File: src/rtl/tiny_core_mc_if.sv
// Instruction-memory request/acknowledge port of tiny_core_mc.
interface tiny_core_mc_if #(
  parameter int PC_BITS = 8
) ();
  logic               imem_req;
  logic [PC_BITS-1:0] imem_addr;
  logic               imem_ack;
  logic [31:0]        imem_rdata;

  modport master (output imem_req, imem_addr, input imem_ack, imem_rdata);
  modport slave  (input imem_req, imem_addr, output imem_ack, imem_rdata);
endinterface

File: src/rtl/tiny_core_mc.sv
// tiny_core_mc: multi-cycle RV32I-subset core. FETCH waits for imem_ack,
// EXEC commits one instruction in a single cycle, HALT parks after EBREAK.
module tiny_core_mc #(
  parameter int XLEN    = 32,
  parameter int NREG    = 8,
  parameter int PC_BITS = 8,
  parameter int GPIO_W  = 8
) (
  input  logic              clk,
  input  logic              rst_n,
  tiny_core_mc_if.master    imem,
  input  logic [GPIO_W-1:0] gpio_in,
  output logic [GPIO_W-1:0] gpio_out,
  output logic              retire,
  output logic              halted
);
  localparam int RB = (NREG > 1) ? $clog2(NREG) : 1;

  localparam logic [6:0] OPC_OPIMM  = 7'b0010011;
  localparam logic [6:0] OPC_OP     = 7'b0110011;
  localparam logic [6:0] OPC_BRANCH = 7'b1100011;
  localparam logic [6:0] OPC_JAL    = 7'b1101111;
  localparam logic [6:0] OPC_CUST   = 7'b0001011;
  localparam logic [6:0] OPC_SYS    = 7'b1110011;

  typedef enum logic [1:0] {S_FETCH, S_EXEC, S_HALT} state_e;

  state_e              state_q, state_d;
  logic [PC_BITS-1:0]  pc_q, pc_d, pc_nx, pc_plus4;
  logic [31:0]         ir_q;
  logic [XLEN-1:0]     regs_q [NREG];
  logic [GPIO_W-1:0]   sync1_q, sync2_q, gpio_q, gpio_d;

  // Decode fields; register indices keep only the low RB bits so higher ones alias
  logic [6:0]    opc;
  logic [2:0]    f3;
  logic [RB-1:0] rs1i, rs2i, wsel;
  logic [31:0]   imm_i, imm_b, imm_j;
  logic [XLEN-1:0] rs1v, rs2v, opb, wdata;
  logic          sub, we, is_ebreak;

  assign opc   = ir_q[6:0];
  assign f3    = ir_q[14:12];
  assign wsel  = ir_q[7 +: RB];
  assign rs1i  = ir_q[15 +: RB];
  assign rs2i  = ir_q[20 +: RB];
  assign imm_i = {{20{ir_q[31]}}, ir_q[31:20]};
  assign imm_b = {{19{ir_q[31]}}, ir_q[31], ir_q[7], ir_q[30:25], ir_q[11:8], 1'b0};
  assign imm_j = {{11{ir_q[31]}}, ir_q[31], ir_q[19:12], ir_q[20], ir_q[30:21], 1'b0};

  // x0 is never written, so reading the array gives zero for it
  assign rs1v      = regs_q[rs1i];
  assign rs2v      = regs_q[rs2i];
  assign sub       = (opc == OPC_OP) && ir_q[30];
  assign opb       = (opc == OPC_OP) ? rs2v : imm_i[XLEN-1:0];
  assign pc_plus4  = pc_q + PC_BITS'(4);
  assign is_ebreak = (ir_q == 32'h0010_0073);

  // Immediate / encoding bits that some parameterisations leave unread
  logic unused_ok;
  assign unused_ok = ^{ir_q, imm_i, imm_b, imm_j};

  // State register
  always_ff @(posedge clk or negedge rst_n) begin
    if (!rst_n) state_q <= S_FETCH;
    else        state_q <= state_d;
  end

  // Next-state logic
  always_comb begin
    state_d = state_q;
    case (state_q)
      S_FETCH: if (imem.imem_ack) state_d = S_EXEC;
      S_EXEC:  state_d = is_ebreak ? S_HALT : S_FETCH;
      S_HALT:  state_d = S_HALT;
      default: state_d = S_FETCH;
    endcase
  end

  // FSM outputs; the request is gated by reset so it drops the moment reset asserts
  always_comb begin
    imem.imem_req = rst_n && (state_q == S_FETCH);
    retire        = (state_q == S_EXEC);
    halted        = (state_q == S_HALT);
  end

  assign imem.imem_addr = pc_q;
  assign gpio_out       = gpio_q;

  // Execute: compute writeback, GPIO and next PC for the instruction in ir_q
  always_comb begin
    we     = 1'b0;
    wdata  = '0;
    gpio_d = gpio_q;
    pc_nx  = pc_plus4;
    case (opc)
      OPC_OPIMM, OPC_OP: begin
        we = 1'b1;
        case (f3)
          3'b000:  wdata = sub ? rs1v - opb : rs1v + opb;
          3'b100:  wdata = rs1v ^ opb;
          3'b110:  wdata = rs1v | opb;
          3'b111:  wdata = rs1v & opb;
          default: we = 1'b0;
        endcase
      end
      OPC_BRANCH: begin
        if ((f3 == 3'b000 && rs1v == rs2v) || (f3 == 3'b001 && rs1v != rs2v))
          pc_nx = pc_q + imm_b[PC_BITS-1:0];
      end
      OPC_JAL: begin
        we    = 1'b1;
        wdata = XLEN'(pc_plus4);
        pc_nx = pc_q + imm_j[PC_BITS-1:0];
      end
      OPC_CUST: begin
        case (f3)
          3'b000: gpio_d = rs1v[GPIO_W-1:0];
          3'b001: begin
            we    = 1'b1;
            wdata = XLEN'(sync2_q);
          end
          default: ;
        endcase
      end
      default: ;
    endcase
    pc_d = pc_nx & ~PC_BITS'(3);
  end

  // Instruction latch on ack; PC and GPIO commit at the end of EXEC
  always_ff @(posedge clk or negedge rst_n) begin
    if (!rst_n) begin
      ir_q   <= '0;
      pc_q   <= '0;
      gpio_q <= '0;
    end else if (state_q == S_FETCH && imem.imem_ack) begin
      ir_q <= imem.imem_rdata;
    end else if (state_q == S_EXEC) begin
      pc_q   <= pc_d;
      gpio_q <= gpio_d;
    end
  end

  // Register file writeback; x0 writes are dropped
  always_ff @(posedge clk or negedge rst_n) begin
    if (!rst_n) begin
      for (int i = 0; i < NREG; i++) regs_q[i] <= '0;
    end else if (state_q == S_EXEC && we && wsel != '0) begin
      regs_q[wsel] <= wdata;
    end
  end

  // Two-flop synchroniser for the asynchronous GPIO inputs
  always_ff @(posedge clk or negedge rst_n) begin
    if (!rst_n) begin
      sync1_q <= '0;
      sync2_q <= '0;
    end else begin
      sync1_q <= gpio_in;
      sync2_q <= sync1_q;
    end
  end
endmodule
File: src/flat_wrapper.sv
// flat-port wrapper written by rule: the top's interface ports become plain ports
module tiny_core_mc_flat 
#(
  parameter int XLEN    = 32,
  parameter int NREG    = 8,
  parameter int PC_BITS = 8,
  parameter int GPIO_W  = 8
)
  (clk, rst_n, gpio_in, gpio_out, retire, halted, imem_imem_req, imem_imem_addr, imem_imem_ack, imem_imem_rdata);
  tiny_core_mc_if #(.PC_BITS(PC_BITS)) imem_i ();
  input  logic clk;
  input  logic rst_n;
  input  logic [GPIO_W-1:0] gpio_in;
  output logic [GPIO_W-1:0] gpio_out;
  output logic retire;
  output logic halted;
  output wire logic [$bits(imem_i.imem_req)-1:0] imem_imem_req;
  output wire logic [$bits(imem_i.imem_addr)-1:0] imem_imem_addr;
  input wire logic [$bits(imem_i.imem_ack)-1:0] imem_imem_ack;
  input wire logic [$bits(imem_i.imem_rdata)-1:0] imem_imem_rdata;
  assign imem_imem_req = imem_i.imem_req;
  assign imem_imem_addr = imem_i.imem_addr;
  assign imem_i.imem_ack = imem_imem_ack;
  assign imem_i.imem_rdata = imem_imem_rdata;
  tiny_core_mc #(.XLEN(XLEN), .NREG(NREG), .PC_BITS(PC_BITS), .GPIO_W(GPIO_W)) u_core (.clk(clk), .rst_n(rst_n), .imem(imem_i), .gpio_in(gpio_in), .gpio_out(gpio_out), .retire(retire), .halted(halted));
endmodule
File: config.mk
export PLATFORM = sky130hd
export DESIGN_NAME = tiny_core_mc_flat
export DESIGN_NICKNAME = d
export VERILOG_FILES = /design/src/rtl/tiny_core_mc_if.sv /design/src/rtl/tiny_core_mc.sv /design/src/flat_wrapper.sv
export SDC_FILE = /design/constraint.sdc
export NUM_CORES = 1
export LEC_CHECK = 0
export ABC_AREA = 1
export ABC_CLOCK_PERIOD_IN_PS = 6200
export CORE_ASPECT_RATIO = 1.4
export CORE_UTILIZATION = 45
export DETAILED_ROUTE_END_ITERATION = 12
export GPL_ROUTABILITY_DRIVEN = 0
export PLACE_DENSITY_LB_ADDON = 0.3
export SYNTH_ARGS = -nofsm -noshare
export SYNTH_HDL_FRONTEND = slang
export SYNTH_SLANG_ARGS = --single-unit
File: constraint.sdc
create_clock -name clk -period 6.2 [get_ports clk]
set_clock_uncertainty 0.15 [all_clocks]
set_input_delay 1.24 -clock clk [delete_from_list [all_inputs] [get_ports clk]]
set_output_delay 1.24 -clock clk [all_outputs]
set_load 0.01 [all_outputs]
==> results of run 1 <==
## through the flow
stage	setup slack (ns)	instances	total power, mW	util
floorplan	2.07	3322	3.93	-
global placement	0.735	3866	4.60	0.470
detailed placement	0.697	3866	4.62	0.470
CTS	0.673	3931	6.91	0.495
global route	0.0819	3931	7.29	0.495
finish	0.563	3931	6.92	0.495
## power breakdown
group / internal (mW) / switching, mW / leakage (nW) / total, mW
Combinational: 0.752 / 1.64 / 6.93 / 2.39
Sequential: 2.14 / 0.107 / 4.36 / 2.25
Clock: 1.36 / 0.927 / 0.612 / 2.29
## sequential cells by signal (all words and copies together) (netlist names)
register and cells:
u_core.sync1_q 8, u_core.sync2_q 8, u_core.regs_q 256, u_core.gpio_out 8, u_core.state_q 2, u_core.imem.imem_addr 6
u_core.ir_q 32
## cell type report
type | instances | area (um^2)
clock buffers | 53 | 1050
clock inverters | 12 | 194
fillers | 5007 | 25300
inverters | 366 | 1370
multi-input cells | 2427 | 12400
flip-flops and latches | 320 | 8020
well taps | 643 | 805
repair buffers | 110 | 991
## per-layer routing
metal / vias up / share of wire
met5: - / 0.00016
li1: 10700 / -
met3: 322 / 0.076
met2: 972 / 0.47
met1: 10500 / 0.37
met4: 2 / 0.081
## cell families after synthesis
logic type | count (synthesis)
buffers and inverters | 575
and+or+nand+nor | 1616
xor gates and xnor gates | 50
AOI/OAI and AO/OA | 650
DFF | 320
other | 1
adders and majority gates | 109
## cell usage in the layout (no fill, tap or decap), types with 4 or more instances in the layout
| master | synthesis | layout |
|---|---|---|
| nand2_1 | 998 | 998 |
| inv_1 | 338 | 337 |
| nand3_1 | 326 | 326 |
| dfrtp_1 | 320 | 315 |
| o21ai_0 | 247 | 247 |
| nor2_1 | 180 | 179 |
| a21oi_1 | 141 | 141 |
| o21ai_1 | 122 | 121 |
| ha_1 | 106 | 106 |
| o211ai_1 | 79 | 79 |
| clkdlybuf4s50_1 | 0 | 58 |
| buf_4 | 14 | 50 |
| xor2_1 | 41 | 41 |
| clkbuf_16 | 0 | 36 |
| inv_2 | 28 | 29 |
| a221oi_1 | 19 | 19 |
| nand2_2 | 15 | 15 |
| nand4_1 | 15 | 15 |
| or2_2 | 14 | 14 |
| nor2_2 | 11 | 12 |
| o2111ai_1 | 12 | 12 |
| nor2_4 | 11 | 11 |
| nor3_1 | 11 | 11 |
| nor4_1 | 10 | 10 |
| xnor2_1 | 9 | 9 |
| clkbuf_8 | 0 | 9 |
| clkbuf_1 | 88 | 8 |
| nand3_2 | 7 | 7 |
| a21o_1 | 7 | 7 |
| a31oi_1 | 7 | 7 |
| o21ai_2 | 5 | 6 |
| nor3_2 | 5 | 5 |
| inv_6 | 0 | 5 |
| o21a_1 | 4 | 4 |
| nand3b_1 | 4 | 4 |
| bufinv_16 | 0 | 4 |
## path summary, 6_finish.rpt
| path | slack (ns) | endpoint | startpoint | depth (start not counted) |
|---|---|---|---|---|
| setup reg to reg | 0.56 | u_core.regs_q[149] | u_core.ir_q[20] | 25 |
| hold / removal | 0.20 | u_core.sync2_q[1] | u_core.sync1_q[1] | 0 |
| hold reg to reg | 0.20 | u_core.sync2_q[1] | u_core.sync1_q[1] | 0 |
| min in group asynchronous | 0.47 | u_core.regs_q[233] | rst_n | 1 |
| max in group asynchronous | 3.16 | u_core.regs_q[221] | rst_n | 3 |
| setup / recovery | 0.56 | u_core.regs_q[149] | u_core.ir_q[20] | 25 |
==> metrics.cfg, run 1 <==
[status]
status=finished clean

[flow_run]
drv_cap=0

[grt]
grt_pass1_wl_um=124000
grtUsageMet3=0.0601
met1_usage=0.360
grtUsageMet2=0.514
grt.busiest_layer=met2
grt_pass1_vias=21800
gr-total-overflow=0
antenna_found_initial=1
track_usage=0.314
grt_start_max_net_pins=82

[place]
place_area_mm2=0.0236
io_buffers=59
hpwl_um=54000

[clock_tree]
cts_max_level=2
cts_buffer_depth=3
ctsHoldBuffers=0
cts_tree=yes
clk_pin_slew_ns=0.06
cts_setup_buffers=0
clock-sinks=320
post_cts_resized=0
cts-root-buf=clkbuf_16
cts_buffers=36
clkLatencyLatePin_ns=0.56

[timing]
maxSlewHeadroom=0.276
final_max_slew_viol_count=0
setup_viol=0
rsz0062_at_grt=false
final_hold_viol_count=0
tns_ns=0
fmaxAchievable_ghz=0.177
min_period_ns=5.64
whs_ns=0.197
worstMarginPinSlew_ns=1.07
finalCritPeriodShare=0.909

[route]
drc=0
antenna_left=0
num_vias=22500
vias_per_cell=5.72
routedWlPerCell_um=20.3
finalWirelength_um=79800
drtPass1Iterations=7
drt_iter0_markers=2082

[critical_path]
cp_top_family=simple AND/OR/NAND/NOR gates
crit_top_cell=nand3_1
slowest_delay_ns=0.69
cp_max_fo=50
arrival_ns=5.90
required_ns=6.46
slowest_stage=dfrtp_4
critPathKind=flip-flop to flip-flop
cp-start-kind=flip-flop
endpoint_kind=flip-flop
critPathBufInv=3

[logic_synthesis]
async_flop_share=1.00
synth_cells=3321
yosysSeqAreaShare=0.349
yosysTopAreaCell=dfrtp_1
synth_compound_area_frac=0.159
synth-main-ff-cell=dfrtp_1
ys_top_cells_by_count=nand2_1 (998), inv_1 (338), nand3_1 (326)
syn_area_mm2=0.0229
yosys.area_share.xor_xnor=0.0191
synthSimpleGateAreaFrac=0.302
yosysWarnings=0
synth.most_common_cell=nand2_1
synth_edf_count=0
ys_ff_latch=320
ys_types=50
syn_avg_cell_area_um2=6.90
synth_top_family_by_area=simple AND/OR/NAND/NOR gates
yosys.area.top_type_share=0.349
synth_fa_ha_area_frac=0.0605
netlist_top_cells_area=dfrtp_1 (35%), nand2_1 (16%), nand3_1 (7.1%)
muxShareOfSynthArea=0

[die]
die_h_um=269
die_area_mm2=0.0518
fp-row-count=97
die_w_um=193
ioPinCount=62
initial_utilization=0.457
core_mm2=0.0501

[pwr]
power_density_mw_per_mm2=279
power.leakage_nw=11.9
ir_drop_mv=0.262

[min_path]
hold_path_class=flip-flop to flip-flop

[cells_and_area]
fin_area_mm2=0.0248
fin_nets=3413
antenna_cells=0
drive_gt1_frac=0.0675
syn_to_final_growth_pct=8.36

(Power assumes the default switching activity.)
==> inputs of run 2 (changes only) <==
SKIP_LAST_GASP = 1   (was unset)
==> results of run 2 <==
Final layout, timing and power as in run 1 (identical DEF).
